--- config.mk ---
export PLATFORM = sky130hd
export DESIGN_NAME = pipelined_rca
export DESIGN_NICKNAME = d
export VERILOG_FILES = /design/src/rtl/pipelined_rca_pkg.sv /design/src/rtl/full_adder.sv /design/src/rtl/rca_chunk.sv /design/src/rtl/pipelined_rca.sv
export SDC_FILE = /design/constraint.sdc
export NUM_CORES = 1
export LEC_CHECK = 0
export BUFFER_PORTS_ARGS = -buffer_cell sky130_fd_sc_hd__buf_2
export CAP_MARGIN = 10
export CORE_ASPECT_RATIO = 1.1
export CORE_UTILIZATION = 53
export CTS_CLUSTER_DIAMETER = 80
export DETAILED_ROUTE_END_ITERATION = 10
export MAX_ROUTING_LAYER = met4
export PLACE_DENSITY = 0.72
export SYNTH_ARGS = -nofsm -noshare
export SYNTH_HDL_FRONTEND = slang
export SYNTH_HIERARCHICAL = 1
export SYNTH_SLANG_ARGS = --single-unit
--- constraint.sdc ---
create_clock -name clk_i -period 4.67 [get_ports clk_i]
set_input_delay 0.934 -clock clk_i [delete_from_list [all_inputs] [get_ports clk_i]]
set_output_delay 0.934 -clock clk_i [all_outputs]
set_load 0.02 [all_outputs]
--- src/rtl/pipelined_rca_pkg.sv ---
// Shared helpers for the pipelined ripple-carry adder/subtractor.
package pipelined_rca_pkg;

   // Two's-complement overflow from the carries around the MSB.
   function automatic logic signed_ovf(input logic c_msb_in, input logic c_out);
      return c_msb_in ^ c_out;
   endfunction

endpackage

--- src/rtl/full_adder.sv ---
// Single-bit full adder cell used to build the ripple chunks.
module full_adder (
   input  logic a,
   input  logic b,
   input  logic cin,
   output logic sum,
   output logic cout
);

   assign sum  = a ^ b ^ cin;
   assign cout = (a & b) | (cin & (a ^ b));

endmodule

--- src/rtl/rca_chunk.sv ---
// Combinational CHUNK-bit ripple adder; also exposes the carry into its MSB
// so the last stage can derive signed overflow.
module rca_chunk #(
   parameter int CHUNK = 4
) (
   input  logic [CHUNK-1:0] a,
   input  logic [CHUNK-1:0] b,
   input  logic             cin,
   output logic [CHUNK-1:0] sum,
   output logic             cout,
   output logic             c_msb_in
);

   logic [CHUNK:0] carry_s;

   assign carry_s[0] = cin;

   for (genvar i = 0; i < CHUNK; i++) begin : g_bit
      full_adder u_fa (
         .a    (a[i]),
         .b    (b[i]),
         .cin  (carry_s[i]),
         .sum  (sum[i]),
         .cout (carry_s[i+1])
      );
   end

   assign cout     = carry_s[CHUNK];
   assign c_msb_in = carry_s[CHUNK-1];

endmodule

--- src/rtl/pipelined_rca.sv ---
// Streaming WIDTH-bit adder/subtractor resolving CHUNK bits per pipeline stage,
// with a valid/ready handshake and a single global advance enable.
module pipelined_rca
   import pipelined_rca_pkg::*;
#(
   parameter int WIDTH = 16,
   parameter int CHUNK = 4
) (
   input  logic             clk_i,
   input  logic             rst_i,
   input  logic             valid_i,
   output logic             ready_o,
   input  logic [WIDTH-1:0] A_i,
   input  logic [WIDTH-1:0] B_i,
   input  logic             Cin_i,
   input  logic             sub_i,
   output logic             valid_o,
   input  logic             ready_i,
   output logic [WIDTH-1:0] Sum_o,
   output logic             Cout_o,
   output logic             Ovf_o
);

   localparam int CHUNK_SAFE = (CHUNK < 1) ? 1 : CHUNK;
   localparam int STAGES     = WIDTH / CHUNK_SAFE;

   if ((CHUNK < 1) || ((WIDTH % CHUNK_SAFE) != 0)) begin : g_param_check
      $fatal(1, "pipelined_rca: WIDTH must be a positive multiple of CHUNK");
   end

   logic              adv_s;
   logic              xfer_s;
   logic [STAGES-1:0] valid_r;

   assign adv_s   = ~valid_o | ready_i;
   assign ready_o = adv_s;
   assign xfer_s  = valid_i & adv_s;

   // Stage valid bits shift together; bubbles are carried, not collapsed.
   always_ff @(posedge clk_i) begin
      if (rst_i) begin
         valid_r <= '0;
      end else if (adv_s) begin
         valid_r <= (valid_r << 1'b1) | STAGES'(xfer_s);
      end
   end

   for (genvar k = 0; k < STAGES; k++) begin : g_stage
      localparam int IW = WIDTH - k * CHUNK_SAFE;
      localparam int SW = (k + 1) * CHUNK_SAFE;

      logic [IW-1:0]         a_in_s;
      logic [IW-1:0]         b_in_s;
      logic                  c_in_s;
      logic                  load_s;
      logic [CHUNK_SAFE-1:0] sum_s;
      logic                  cout_s;
      logic                  c_msb_s;
      logic [SW-1:0]         sum_nxt_s;
      logic [SW-1:0]         sum_r;
      logic                  carry_r;

      // Stage 0 loads only on a real transfer, so idle inputs never enter the pipe.
      if (k == 0) begin : g_first
         assign a_in_s    = A_i;
         assign b_in_s    = sub_i ? ~B_i : B_i;
         assign c_in_s    = sub_i ? 1'b1 : Cin_i;
         assign load_s    = xfer_s;
         assign sum_nxt_s = sum_s;
      end else begin : g_next
         assign a_in_s    = g_stage[k-1].g_mid.a_rem_r;
         assign b_in_s    = g_stage[k-1].g_mid.b_rem_r;
         assign c_in_s    = g_stage[k-1].carry_r;
         assign load_s    = adv_s;
         assign sum_nxt_s = {sum_s, g_stage[k-1].sum_r};
      end

      rca_chunk #(.CHUNK(CHUNK_SAFE)) u_chunk (
         .a        (a_in_s[CHUNK_SAFE-1:0]),
         .b        (b_in_s[CHUNK_SAFE-1:0]),
         .cin      (c_in_s),
         .sum      (sum_s),
         .cout     (cout_s),
         .c_msb_in (c_msb_s)
      );

      // Accumulated low-order sum and the carry handed to the next slice.
      always_ff @(posedge clk_i) begin
         if (rst_i) begin
            sum_r   <= '0;
            carry_r <= 1'b0;
         end else if (load_s) begin
            sum_r   <= sum_nxt_s;
            carry_r <= cout_s;
         end
      end

      if (k < STAGES - 1) begin : g_mid
         logic [IW-CHUNK_SAFE-1:0] a_rem_r;
         logic [IW-CHUNK_SAFE-1:0] b_rem_r;
         logic                     unused_msb_s;

         assign unused_msb_s = c_msb_s;

         // Operand bits not yet consumed travel with the partial result.
         always_ff @(posedge clk_i) begin
            if (rst_i) begin
               a_rem_r <= '0;
               b_rem_r <= '0;
            end else if (load_s) begin
               a_rem_r <= a_in_s[IW-1:CHUNK_SAFE];
               b_rem_r <= b_in_s[IW-1:CHUNK_SAFE];
            end
         end
      end else begin : g_last
         logic ovf_r;

         // Overflow is resolved where the MSB carry is known.
         always_ff @(posedge clk_i) begin
            if (rst_i) begin
               ovf_r <= 1'b0;
            end else if (load_s) begin
               ovf_r <= signed_ovf(c_msb_s, cout_s);
            end
         end
      end
   end

   assign valid_o = valid_r[STAGES-1];
   assign Sum_o   = g_stage[STAGES-1].sum_r;
   assign Cout_o  = g_stage[STAGES-1].carry_r;
   assign Ovf_o   = g_stage[STAGES-1].g_last.ovf_r;

endmodule
After elaboration in Yosys (flattened, before gate mapping)
Cells that the tools add are included.
Storage, ports and cells
  register bits after elaboration: 97
  output and inout bits: 20
Operators by class
  muxes and demuxes: 2
  bitwise operators: 86
Operator list (count)
  bitwise AND 1 bit: 33
  bitwise XOR 1 bit: 33
  bitwise OR 1 bit: 17
  2-to-1 mux 16 bit: 1
  NOT 16 bit: 1
  bitwise OR 4 x 1 -> 4 bit: 1
  2-to-1 mux 1 bit: 1
  NOT 1 bit: 1

Longest topological paths before layout
Gate-level depths: netlist (run 1).
  depth in word-level cells: 11
  gate-level depth with buffers: 9

By module
Netlist (run 1), hierarchy kept.
By module, submodules not included
  pipelined_rca: times used 1, cells each 434, area each 3612.2 µm², seq. area each 1941.9 µm²
  full_adder: times used 16, cells each 1, area each 20.0 µm², seq. area each 0.0 µm²

Least setup slack after synthesis (run 1)
No wires, ideal clock.
  kind: input to register
  start: in sub_i
  end: reg g_stage[0].sum_r[3]
  setup time: 0.070 ns
  arrival: 3.315 ns
  data required time: 4.600 ns
  path slack: 1.284 ns
  stages on the path: 9
  cell sequence: buf_4 buf_6 or2_2 fa_1 fa_1 fa_1 fa_1 nand3_1 a21oi_1
Between the ends
  elaborated cells between the ends (all ways): 16
  those cells by class: mux: 2; bitwise: 14
RTL lines
  start: declaration: RTL line pipelined_rca.sv:16  | input logic sub_i,
  2-to-1 mux 1 bit: RTL line pipelined_rca.sv:67  | assign c_in_s = sub_i ? 1'b1 : Cin_i;
  net g_stage[0].c_in_s: RTL line pipelined_rca.sv:54  | logic c_in_s;
  bitwise AND 1 bit: RTL line full_adder.sv:11  | assign cout = (a & b) | (cin & (a ^ b));
  bitwise OR 1 bit: RTL line full_adder.sv:11
  net g_stage[0].u_chunk.carry_s[1]: RTL line rca_chunk.sv:14  | logic [CHUNK:0] carry_s;
  bitwise AND 1 bit: RTL line full_adder.sv:11
  bitwise OR 1 bit: RTL line full_adder.sv:11
  net g_stage[0].u_chunk.carry_s[2]: RTL line rca_chunk.sv:14
  bitwise AND 1 bit: RTL line full_adder.sv:11
  bitwise OR 1 bit: RTL line full_adder.sv:11
  net g_stage[0].c_msb_s: RTL line pipelined_rca.sv:58  | logic c_msb_s;
  bitwise XOR 1 bit: RTL line full_adder.sv:10  | assign sum = a ^ b ^ cin;
  net g_stage[0].sum_nxt_s[3]: RTL line pipelined_rca.sv:59  | logic [SW-1:0] sum_nxt_s;
  end signal: assignment: RTL line pipelined_rca.sv:93  | sum_r <= sum_nxt_s;
  end: declaration: RTL line pipelined_rca.sv:60  | logic [SW-1:0] sum_r;
The timed path passes the listed nets, and every way through them passes these cells.
A chain may end at the register's enable or synchronous reset.

Worst setup path in the final report (run 1)
Same ends and word-level chain as after synthesis.

==> tab_implementation.tex, run 1 <==
\begin{tabular}{lr}
\hline
Metric & Value \\
\hline
\multicolumn{2}{l}{\textbf{Status}} \\
Outcome & finished, violations left \\
Failing checks & design-rule violations \\
\multicolumn{2}{l}{\textbf{STA}} \\
FMAX & 318 MHz \\
Minimum clock period & 3.15 ns \\
Final count of pins violating max slew & 0 \\
Setup skew after layout & 0.0127 ns \\
Number of setup violations in the final report & 0 \\
RSZ-0062 raised after global routing & false \\
Final total negative setup slack & 0 ns \\
Worst Tran Pin Value & 1.09 ns \\
Final worst path period share & 67.4\% \\
Final Hold Violating Endpoints & 0 \\
Rel. slew slack & 27.5\% \\
\multicolumn{2}{l}{\textbf{Yosys}} \\
Post-Syn Area & 3930 µm² \\
Most numerous cell types in the synthesized netlist & nand2\_1, dfxtp\_1, a21oi\_1 \\
Top-count cell post-synth & nand2\_1 \\
Number of enable-type register cells in the synthesized netlist & 0 \\
Area share of the largest cell type after synthesis & 49.4\% \\
Mapped Avg Cell Area & 8.74 µm² \\
Number of standard cells after synthesis & 450 \\
FFs w/ async S/R, synth & 0\% \\
Total number of yosys warnings & 6 \\
Main area contributors after synthesis & dfxtp\_1, nand2\_1, a21oi\_1 \\
Post-synthesis sequential area ratio & 49.4\% \\
Flip-flop cell with the highest count after synthesis & dfxtp\_1 \\
Synth cell types & 20 \\
Mapped Nets & 504 \\
Largest area contributor in the synthesized netlist & dfxtp\_1 \\
Number of flip-flops and latches in the synthesized netlist & 97 \\
\multicolumn{2}{l}{\textbf{Floorplan}} \\
Num rows & 32 \\
Vertical die dimension & 92.3 µm \\
Count of pins on the block boundary & 58 \\
Area inside the core boundary & 7090 µm² \\
Die area & 7770 µm² \\
Initial core utilization & 55.5\% \\
Width of the die & 84.1 µm \\
\multicolumn{2}{l}{\textbf{Hold path}} \\
Hold path startpoint & Sum\_o[5]\$\_SDFFE\_PP0P\_ \\
Count of cells along the worst hold path & 2 \\
Min-delay worst type & reg2reg \\
Destination of the worst hold path & Sum\_o[5]\$\_SDFFE\_PP0P\_ \\
\multicolumn{2}{l}{\textbf{Detailed routing}} \\
Via-per-instance ratio & 5.22 \\
Drc violations & 6 \\
Post-detailed-routing wire length & 7420 µm \\
First-pass iteration count of the detailed router & 9 \\
Antenna-violating nets left & 0 \\
Violation count after the first detailed-route iteration & 150 \\
Post-detailed-route wirelength per cell & 12.9 µm \\
Routed via count & 2,989 \\
\multicolumn{2}{l}{\textbf{Cells and area}} \\
Sequential cell area & 1940 µm² \\
Area growth, synth to finish & 9.89\% \\
Layout cells sized above 1 & 16.2\% \\
Finished Layout Cells & 573 \\
Fill cells & 654 \\
Number of diodes & 0 \\
Number of nets in the finished design & 537 \\
Multi-input logic area & 1750 µm² \\
\multicolumn{2}{l}{\textbf{Clocking}} \\
Skew-Pair Late Insertion Delay & 0.35 ns \\
Maximum number of buffers from clock root to sink & 2 \\
TritonCTS clock tree & done \\
Clk slew on worst S/H paths & 0.08 ns \\
Cts repair resizes & 0 \\
CTS buffer count & 9 \\
CTS Hold Bufs & 0 \\
Master cell of the clock root buffer & clkbuf\_8 \\
Total number of clock tree sinks & 97 \\
Post-CTS setup buffers & 0 \\
CTS H-tree lvls & 3 \\
\multicolumn{2}{l}{\textbf{Setup path}} \\
Crit path DAT & 3.43 ns \\
Source of the worst register-to-register timing path & g\_stage[2].g\_mid.a\_rem\_r[0]\$\_SDFFE\_PP0P\_ \\
Worst setup path category & in2reg \\
Number of cells traversed by the worst register-to-register path & 6 \\
Critical Path Start Type & input pin \\
Required time reported for the critical path endpoint & 4.95 ns \\
Maximum fanout count along the critical path & 17 \\
Kind of capture point of the worst setup path & register \\
Endpoint of the worst-slack reg-to-reg timing path & Ovf\_o\$\_SDFFE\_PP0P\_ \\
Reg-to-reg slack, setup & 2.15 ns \\
\multicolumn{2}{l}{\textbf{Placed design}} \\
Quantity of I/O buffers inserted on ports & 57 \\
Placed insts & 557 \\
Post-detail-place hpwl & 4660 µm \\
RePlAce Congestion & 0.842 \\
\multicolumn{2}{l}{\textbf{GRT}} \\
Aggregate global-route resource usage & 20.9\% \\
Total congestion overflow & 0 \\
Number of global-route vias before repair & 2,727 \\
Pin count of the biggest net entering global routing & 98 \\
Global-route wire length before repair & 12,600 µm \\
Number of antenna violations at the first check in global routing & 0 \\
\multicolumn{2}{l}{\textbf{Job}} \\
\# Max-Cap Violations & 0 \\
\multicolumn{2}{l}{\textbf{Power}} \\
Power per standard cell area & 371 nW/µm² \\
Leak Pwr & 1.68 nW \\
Worst IR drop on VDD & 170 µV \\
Post-layout total power & 0.00160 W \\
\hline
\end{tabular}
-- logic make-up (layout without fill, tap and decap cells) --
| group | after synthesis | count (layout) | share of synthesized area, % |
|---|---|---|---|
| AND/OR/NAND/NOR | 155 | 155 | 15.7 |
| AO/OA/AOI/OAI | 125 | 125 | 16.9 |
| flip-flops | 97 | 97 | 49.4 |
| buffers and inverters | 40 | 78 | 6.17 |
| XOR/XNOR | 17 | 17 | 3.79 |
| adder cells (fa/ha/maj) | 16 | 16 | 8.15 |
-- layout by cell type (no fill, tap or decap) --
| master | n |
|---|---|
| nor2_1 | 4 |
| a21oi_1 | 95 |
| dfxtp_1 | 97 |
| inv_1 | 1 |
| clkbuf_8 | 10 |
| nor2b_4 | 1 |
| bufinv_16 | 1 |
| or2_2 | 1 |
| o21ai_0 | 17 |
| nand3_1 | 17 |
| a211oi_2 | 1 |
| nand2_1 | 132 |
| inv_6 | 1 |
| xnor2_1 | 13 |
| clkinvlp_4 | 1 |
| buf_2 | 57 |
| fa_1 | 16 |
| buf_4 | 3 |
| xor2_1 | 4 |
| a211oi_1 | 12 |
| clkbuf_1 | 1 |
| clkinv_4 | 3 |
-- per-layer routing --
metal | global-route usage, % | wire length, µm | share of wire (%) | vias up
li1 | - | - | - | 1543
met1 | 28.0 | 3590 | 48 | 1379
met2 | 32.7 | 3490 | 47 | 62
met3 | 3.30 | 281 | 3.8 | 5
met4 | 6.90 | 55 | 0.74 | 0
met5 | - | 0 | 0 | -
-- through the flow --
step                instance area (µm²)  worst slack (ns)  util (%)  hold slack, ns
floorplan                          3930              1.28         -           0.432
global placement                   4120              1.23      58.1           0.435
detailed placement                 4120              1.15      58.1           0.442
CTS                                4320              1.52      61.0           0.454
global route                       4320              1.44      61.0           0.471
finish                             4320              1.52      61.0           0.451
-- critical path: stages --
cell and delay (ns):
buf_2 0.25, or2_2 0.36, fa_1 0.38, fa_1 0.39, fa_1 0.40, fa_1 0.50, nand3_1 0.06, a21oi_1 0.15
-- final cells by class --
class,count,share of cell area [%]
clock inverters,5,1.48
multi-input cells,313,40.4
flip-flops and latches,97,44.9
well taps,85,2.46
clock buffers,11,3.27
repair buffers,60,7.12
inverters,2,0.290
-- worst max-delay path by stage --
stage                from                          endpoint  slack (ns)  depth (start not counted)
floorplan           sub_i  g_stage[0].sum_r[3]$_SDFFE_PP0P_        1.28                          9
global placement    sub_i  g_stage[0].sum_r[3]$_SDFFE_PP0P_        1.23                          8
detailed placement  sub_i  g_stage[0].sum_r[3]$_SDFFE_PP0P_        1.15                          8
CTS                 sub_i  g_stage[0].sum_r[3]$_SDFFE_PP0P_        1.52                          8
global route        sub_i  g_stage[0].sum_r[3]$_SDFFE_PP0P_        1.44                          8
finish              sub_i  g_stage[0].sum_r[3]$_SDFFE_PP0P_        1.52                          8
-- registers in the layout, summed over array words and instances (netlist names) --
register,flops
g_stage.g_mid.a_rem_r,24
g_stage.g_mid.b_rem_r,24
g_stage.sum_r,24
Sum_o,16
valid_r,4
g_stage.carry_r,3
Cout_o,1
Ovf_o,1
-- power breakdown --
group          internal [W]  switching, W
clock              0.000266      0.000286
sequential         0.000873     0.0000267
combinational     0.0000647     0.0000877
(Power assumes the default switching activity.)
==> inputs of run 2 (changes only) <==
clock period = 2.9 ns   (was 4.67 ns; I/O delays follow)
==> run 2 against run 1 <==
The run still ends with design-rule violations left. Combinational power grew 70%. Critical path type is now reg2reg. Sequential power is 61% higher. Hold slack worse by 0.0023 ns. Via count up 1.4%.
==> tab_implementation.tex, run 2 (synthesized netlist as in run 1, its figures left out) <==
\begin{tabular}{lr}
\hline
Metric & Value \\
\hline
\multicolumn{2}{l}{\textbf{Detailed routing}} \\
Via-per-instance ratio & 5.25 \\
Drc violations & 6 \\
Post-detailed-routing wire length & 7540 µm \\
First-pass iteration count of the detailed router & 7 \\
Antenna-violating nets left & 0 \\
Violation count after the first detailed-route iteration & 150 \\
Post-detailed-route wirelength per cell & 13.1 µm \\
Routed via count & 3,031 \\
\multicolumn{2}{l}{\textbf{GRT}} \\
Aggregate global-route resource usage & 21.4\% \\
Pin count of the biggest net entering global routing & 86 \\
Number of antenna violations at the first check in global routing & 0 \\
Total congestion overflow & 0 \\
Global-route wire length before repair & 12,900 µm \\
Number of global-route vias before repair & 2,761 \\
\multicolumn{2}{l}{\textbf{Clocking}} \\
Skew-Pair Late Insertion Delay & 0.35 ns \\
TritonCTS clock tree & done \\
Cts repair resizes & 0 \\
Clk slew on worst S/H paths & 0.09 ns \\
Total number of clock tree sinks & 97 \\
Maximum number of buffers from clock root to sink & 2 \\
Master cell of the clock root buffer & clkbuf\_8 \\
Post-CTS setup buffers & 0 \\
CTS H-tree lvls & 3 \\
CTS Hold Bufs & 0 \\
CTS buffer count & 9 \\
\multicolumn{2}{l}{\textbf{STA}} \\
Setup skew after layout & 0.0117 ns \\
Final worst path period share & 85.5\% \\
Rel. slew slack & 40.0\% \\
Final count of pins violating max slew & 0 \\
FMAX & 403 MHz \\
Final Hold Violating Endpoints & 0 \\
RSZ-0062 raised after global routing & false \\
Number of setup violations in the final report & 0 \\
Post-route worst setup slack & 0.420 ns \\
Worst Tran Pin Value & 0.896 ns \\
Minimum clock period & 2.48 ns \\
\multicolumn{2}{l}{\textbf{Cells and area}} \\
Fill cells & 651 \\
Most frequent standard cell in the layout excluding fill and tap cells & nand2\_1 \\
Commonest cells after routing, fill and taps aside & nand2\_1, dfxtp\_1, a21oi\_1 \\
Finished Layout Cells & 577 \\
Area growth, synth to finish & 11.0\% \\
Multi-input logic area & 1760 µm² \\
Number of diodes & 0 \\
Layout cells sized above 1 & 17.3\% \\
Number of nets in the finished design & 541 \\
Sequential cell area & 1940 µm² \\
Layout Cell Area excl Fill & 4360 µm² \\
Biggest registers after layout & g\_stage.g\_mid.a\_rem\_r (24), g\_stage.g\_mid.b\_rem\_r (24), g\_stage.sum\_r (24) \\
\multicolumn{2}{l}{\textbf{Setup path}} \\
Endpoint of the worst-slack reg-to-reg timing path & Ovf\_o\$\_SDFFE\_PP0P\_ \\
Maximum fanout count along the critical path & 2 \\
Crit path DAT & 2.76 ns \\
Source of the worst register-to-register timing path & g\_stage[2].g\_mid.a\_rem\_r[0]\$\_SDFFE\_PP0P\_ \\
Reg-to-reg slack, setup & 0.42 ns \\
Required time reported for the critical path endpoint & 3.18 ns \\
Number of cells traversed by the worst register-to-register path & 6 \\
Worst setup path category & reg2reg \\
Kind of capture point of the worst setup path & register \\
Critical Path Start Type & register \\
\multicolumn{2}{l}{\textbf{Hold path}} \\
Destination of the worst hold path & Sum\_o[1]\$\_SDFFE\_PP0P\_ \\
Hold path startpoint & Sum\_o[1]\$\_SDFFE\_PP0P\_ \\
Min-delay worst type & reg2reg \\
Count of cells along the worst hold path & 2 \\
\multicolumn{2}{l}{\textbf{Placed design}} \\
Placed Area & 4170 µm² \\
Placed insts & 561 \\
Worst setup timing slack at the placement stage & 0.0883 ns \\
Quantity of I/O buffers inserted on ports & 57 \\
RePlAce Congestion & 0.813 \\
Post-detail-place hpwl & 4780 µm \\
\multicolumn{2}{l}{\textbf{Power}} \\
Share of total power in the clock network & 33.6\% \\
Internal power & 0.00194 W \\
Post-layout total power & 0.00257 W \\
Power per standard cell area & 589 nW/µm² \\
Fraction of power spent switching nets & 24.5\% \\
Leak Pwr & 1.69 nW \\
Seq pwr share & 56.3\% \\
Combinational share of power & 10.1\% \\
Worst IR drop on VDD & 295 µV \\
Switching power of the nets & 0.000629 W \\
\multicolumn{2}{l}{\textbf{Status}} \\
Outcome & finished, violations left \\
Failing checks & design-rule violations \\
\multicolumn{2}{l}{\textbf{Floorplan}} \\
Vertical die dimension & 92.3 µm \\
Die area & 7770 µm² \\
Count of pins on the block boundary & 58 \\
Num rows & 32 \\
Initial core utilization & 55.5\% \\
Area inside the core boundary & 7090 µm² \\
Width of the die & 84.1 µm \\
\multicolumn{2}{l}{\textbf{Job}} \\
\# Max-Cap Violations & 0 \\
\hline
\end{tabular}
-- run 2: cell types whose count changed in the layout (fill, tap and decap cells not counted) --
| cell | change |
|---|---|
| clkinvlp_4 | +2 |
| buf_4 | +3 |
| buf_12 | +1 |
| fa_1 | -3 |
| clkbuf_1 | +1 |
| clkinv_4 | -2 |
| fa_2 | +3 |
| inv_6 | -1 |
-- run 2: how the worst max path moves through the flow --
stage / start / to / slack, ns / depth (start not counted)
2_1_floorplan: sub_i / g_stage[0].sum_r[3]$_SDFFE_PP0P_ / -0.01 / 9
3_3_place_gp: sub_i / g_stage[0].sum_r[3]$_SDFFE_PP0P_ / 0.15 / 8
3_5_place_dp: sub_i / g_stage[0].sum_r[3]$_SDFFE_PP0P_ / 0.09 / 8
4_1_cts: g_stage[2].g_mid.a_rem_r[0]$_SDFFE_PP0P_ / Ovf_o$_SDFFE_PP0P_ / 0.39 / 6
5_1_grt: g_stage[2].g_mid.a_rem_r[0]$_SDFFE_PP0P_ / Ovf_o$_SDFFE_PP0P_ / 0.31 / 6
6_report: g_stage[2].g_mid.a_rem_r[0]$_SDFFE_PP0P_ / Ovf_o$_SDFFE_PP0P_ / 0.42 / 6
-- run 2: critical path, stage by stage (launching register included) --
cell      delay (ns)
dfxtp_1         0.34
fa_1            0.43
fa_1            0.38
fa_1            0.45
fa_1            0.43
xnor2_1         0.14
a211oi_1        0.23
-- run 2: per-stage QoR --
stage	util (%)	TNS, ns	hold WS, ns
finish	61.6	0	0.449
global route	61.6	0	0.469
CTS	61.6	0	0.454
detailed placement	58.8	0	0.441
global placement	58.8	0	0.436
floorplan	-	-0.00966	0.432
-- run 2: area by class of cell --
type | count | share of cell area, %
flip-flops and latches | 97 | 44.5
well taps | 85 | 2.44
inverters | 2 | 0.287
clock inverters | 4 | 1.20
multi-input cells | 313 | 40.2
repair buffers | 64 | 8.03
clock buffers | 12 | 3.33
-- run 2: routing by layer --
layer  track usage (%)  vias to the layer above  wire length, µm
li1                  -                     1555                -
met1              28.4                     1396             3580
met2              33.1                       70             3490
met3              2.67                       10              360
met4              9.20                        0              107
met5                 -                        -                0
-- run 2: power by group through the flow --
stage	Combinational, W	Clock, W	Sequential (W)
2_1_floorplan	0.000172	0	0.00148
3_3_place_gp	0.000252	0	0.00147
3_5_place_dp	0.000259	0	0.00148
4_1_cts	0.000262	0.000884	0.00145
5_1_grt	0.000295	0.000927	0.00146
6_report	0.000259	0.000864	0.00145
==> inputs of run 3 (changes only) <==
ABC_AREA = 1   (was unset)
==> run 3 against run 2 <==
Clock power decreased by 6.4%. Clock-buffer cell count down 3. The flow now finishes without violations. Utilization fell by 0.18 points. Wire length rose by 1.1%. Sequential share of layout area down 2.4 points. Setup slack worse by 0.064 ns. Maximum frequency is 2.5% lower. First-iteration DRC count up 8.0%. Register-to-register slack improved by 0.04 ns.
==> tab_implementation.tex, run 3 <==
\begin{tabular}{lr}
\hline
Metric & Value \\
\hline
\multicolumn{2}{l}{\textbf{Setup path}} \\
Kind of capture point of the worst setup path & register \\
Reg-to-reg slack, setup & 0.46 ns \\
Ordered list of cells on the worst path & buf\_2 -> or2\_2 -> fa\_2 -> fa\_2 -> fa\_2 -> fa\_1 -> nand3b\_1 -> nand2\_1 -> nor2\_1 \\
Crit path DAT & 2.80 ns \\
Required time reported for the critical path endpoint & 3.16 ns \\
Critical Path Start Type & input pin \\
Worst setup path category & in2reg \\
Worst path slowest cell & fa\_1 \\
Most used cell, CP & fa\_2 \\
Number of cells traversed by the worst register-to-register path & 8 \\
Maximum fanout count along the critical path & 7 \\
Delay of the slowest critical-path stage & 0.42 ns \\
\multicolumn{2}{l}{\textbf{Placed design}} \\
RePlAce Congestion & 0.739 \\
Post-detail-place hpwl & 5020 µm \\
Quantity of I/O buffers inserted on ports & 57 \\
Placed insts & 676 \\
Placed Area & 4430 µm² \\
\multicolumn{2}{l}{\textbf{Yosys}} \\
Area share of the largest cell type after synthesis & 46.9\% \\
Main area contributors after synthesis & dfxtp\_1, nor2\_1, o21ai\_0 \\
Most numerous cell types in the synthesized netlist & nor2\_1, dfxtp\_1, nand2\_1 \\
FFs w/ async S/R, synth & 0\% \\
Number of enable-type register cells in the synthesized netlist & 0 \\
Mapped Nets & 597 \\
Total number of yosys warnings & 6 \\
Synth cell types & 18 \\
Post-Syn Area & 4140 µm² \\
Top-count cell post-synth & nor2\_1 \\
Number of flip-flops and latches in the synthesized netlist & 97 \\
Post-synthesis sequential area ratio & 46.9\% \\
Flip-flop cell with the highest count after synthesis & dfxtp\_1 \\
Number of standard cells after synthesis & 543 \\
Mapped Avg Cell Area & 7.63 µm² \\
Largest area contributor in the synthesized netlist & dfxtp\_1 \\
\multicolumn{2}{l}{\textbf{Floorplan}} \\
Vertical die dimension & 94.7 µm \\
Num rows & 33 \\
Initial core utilization & 55.1\% \\
Area inside the core boundary & 7510 µm² \\
Die area & 8170 µm² \\
Count of pins on the block boundary & 58 \\
Width of the die & 86.3 µm \\
\multicolumn{2}{l}{\textbf{GRT}} \\
Number of global-route vias before repair & 2,975 \\
Number of antenna violations at the first check in global routing & 0 \\
Total congestion overflow & 0 \\
Global-route wire length before repair & 13,400 µm \\
Aggregate global-route resource usage & 21.3\% \\
Pin count of the biggest net entering global routing & 60 \\
\multicolumn{2}{l}{\textbf{Clocking}} \\
Post-CTS setup buffers & 0 \\
Master cell of the clock root buffer & clkbuf\_8 \\
Clk slew on worst S/H paths & 0.10 ns \\
Cts repair resizes & 0 \\
CTS Hold Bufs & 0 \\
CTS buffer count & 9 \\
CTS H-tree lvls & 3 \\
TritonCTS clock tree & done \\
Total number of clock tree sinks & 97 \\
Maximum number of buffers from clock root to sink & 2 \\
Skew-Pair Late Insertion Delay & 0.35 ns \\
\multicolumn{2}{l}{\textbf{STA}} \\
Final worst path period share & 87.7\% \\
Setup skew after layout & 0.00995 ns \\
Number of setup violations in the final report & 0 \\
Worst Tran Pin Value & 0.596 ns \\
Minimum clock period & 2.54 ns \\
Final Hold Violating Endpoints & 0 \\
Rel. slew slack & 60.3\% \\
RSZ-0062 raised after global routing & false \\
Final count of pins violating max slew & 0 \\
FMAX & 393 MHz \\
\multicolumn{2}{l}{\textbf{Hold path}} \\
Min-delay worst type & in2reg \\
Count of cells along the worst hold path & 2 \\
\multicolumn{2}{l}{\textbf{Cells and area}} \\
Number of nets in the finished design & 636 \\
Area growth, synth to finish & 11.4\% \\
Number of diodes & 0 \\
Sequential cell area & 1940 µm² \\
Fill cells & 725 \\
Layout Cell Area excl Fill & 4610 µm² \\
Most frequent standard cell in the layout excluding fill and tap cells & nor2\_1 \\
Commonest cells after routing, fill and taps aside & nor2\_1, dfxtp\_1, nand2\_1 \\
Finished Layout Cells & 692 \\
Multi-input logic area & 1890 µm² \\
Layout cells sized above 1 & 15.3\% \\
Biggest registers after layout & g\_stage.g\_mid.a\_rem\_r (24), g\_stage.g\_mid.b\_rem\_r (24), g\_stage.sum\_r (24) \\
\multicolumn{2}{l}{\textbf{Power}} \\
Fraction of power spent switching nets & 27.6\% \\
Switching power of the nets & 0.000722 W \\
Share of total power in the clock network & 30.9\% \\
Power per standard cell area & 567 nW/µm² \\
Seq pwr share & 56.3\% \\
Leak Pwr & 2.15 nW \\
Worst IR drop on VDD & 323 µV \\
Internal power & 0.00189 W \\
Combinational share of power & 12.8\% \\
\multicolumn{2}{l}{\textbf{Detailed routing}} \\
Drc violations & 0 \\
Antenna-violating nets left & 0 \\
First-pass iteration count of the detailed router & 5 \\
Violation count after the first detailed-route iteration & 162 \\
Via-per-instance ratio & 4.79 \\
Post-detailed-routing wire length & 7620 µm \\
Post-detailed-route wirelength per cell & 11.0 µm \\
Routed via count & 3,314 \\
\multicolumn{2}{l}{\textbf{Status}} \\
Outcome & complete, no violations \\
\multicolumn{2}{l}{\textbf{Job}} \\
\# Max-Cap Violations & 0 \\
\hline
\end{tabular}
[run 3: layout make-up]
cell class	instances	share of cell area [%]
multi-input cells	380	41.0
clock inverters	7	1.30
clock buffers	9	2.68
well taps	105	2.85
inverters	29	2.36
repair buffers	65	7.75
flip-flops and latches	97	42.1
[run 3: logic make-up (layout without fill, tap and decap cells)]
kind of cell / after synthesis / after routing / share of synthesized area [%]
and+or+nand+nor: 276 / 276 / 26.7
DFF: 97 / 97 / 46.9
AOI/OAI and AO/OA: 84 / 84 / 10.2
xor gates and xnor gates: 4 / 4 / 0.846
buffers and inverters: 66 / 110 / 7.64
adders and majority gates: 16 / 16 / 7.73
[run 3: worst paths after layout]
path | from | end
max reg2reg | g_stage[2].g_mid.a_rem_r[0]$_SDFFE_PP0P_ | Ovf_o$_SDFFE_PP0P_
min reg2reg | g_stage[2].sum_r[11]$_SDFFE_PP0P_ | Sum_o[11]$_SDFFE_PP0P_
max | sub_i | g_stage[0].sum_r[3]$_SDFFE_PP0P_
min | rst_i | valid_r[0]$_SDFFE_PP0P_
[run 3: power by group through the flow]
stage	Clock [W]	Sequential (W)	Combinational, W
6_report	0.000809	0.00147	0.000335
5_1_grt	0.000889	0.00148	0.000395
4_1_cts	0.000836	0.00147	0.000338
3_5_place_dp	0	0.00150	0.000334
3_3_place_gp	0	0.00150	0.000327
2_1_floorplan	0	0.00151	0.000238
[run 3: metal layers]
metal / up-vias / wire length (µm) / GRT usage [%]
met5: - / 0 / -
met4: 0 / 63 / 5.83
met3: 4 / 389 / 4.72
met2: 85 / 3420 / 32.0
met1: 1468 / 3750 / 29.2
li1: 1757 / - / -
[run 3: through the flow]
stage          util (%)  TNS, ns  hold WS (ns)  worst slack [ns]  total power [W]
6_report           61.4        0         0.459             0.356          0.00262
5_1_grt            61.4        0         0.436             0.271          0.00277
4_1_cts            61.4        0         0.436             0.366          0.00265
3_5_place_dp       59.0  -0.0264         0.463           -0.0264          0.00184
3_3_place_gp       59.0        0         0.449            0.0192          0.00183
2_1_floorplan         -  -0.0393         0.434           -0.0393          0.00174
[run 3: critical path, delay by kind of cell]
family	cells	cell delay, ns
buffers and inverters	1	0.16
AND/OR/NAND/NOR	4	0.60
adder cells (fa/ha/maj)	4	1.47
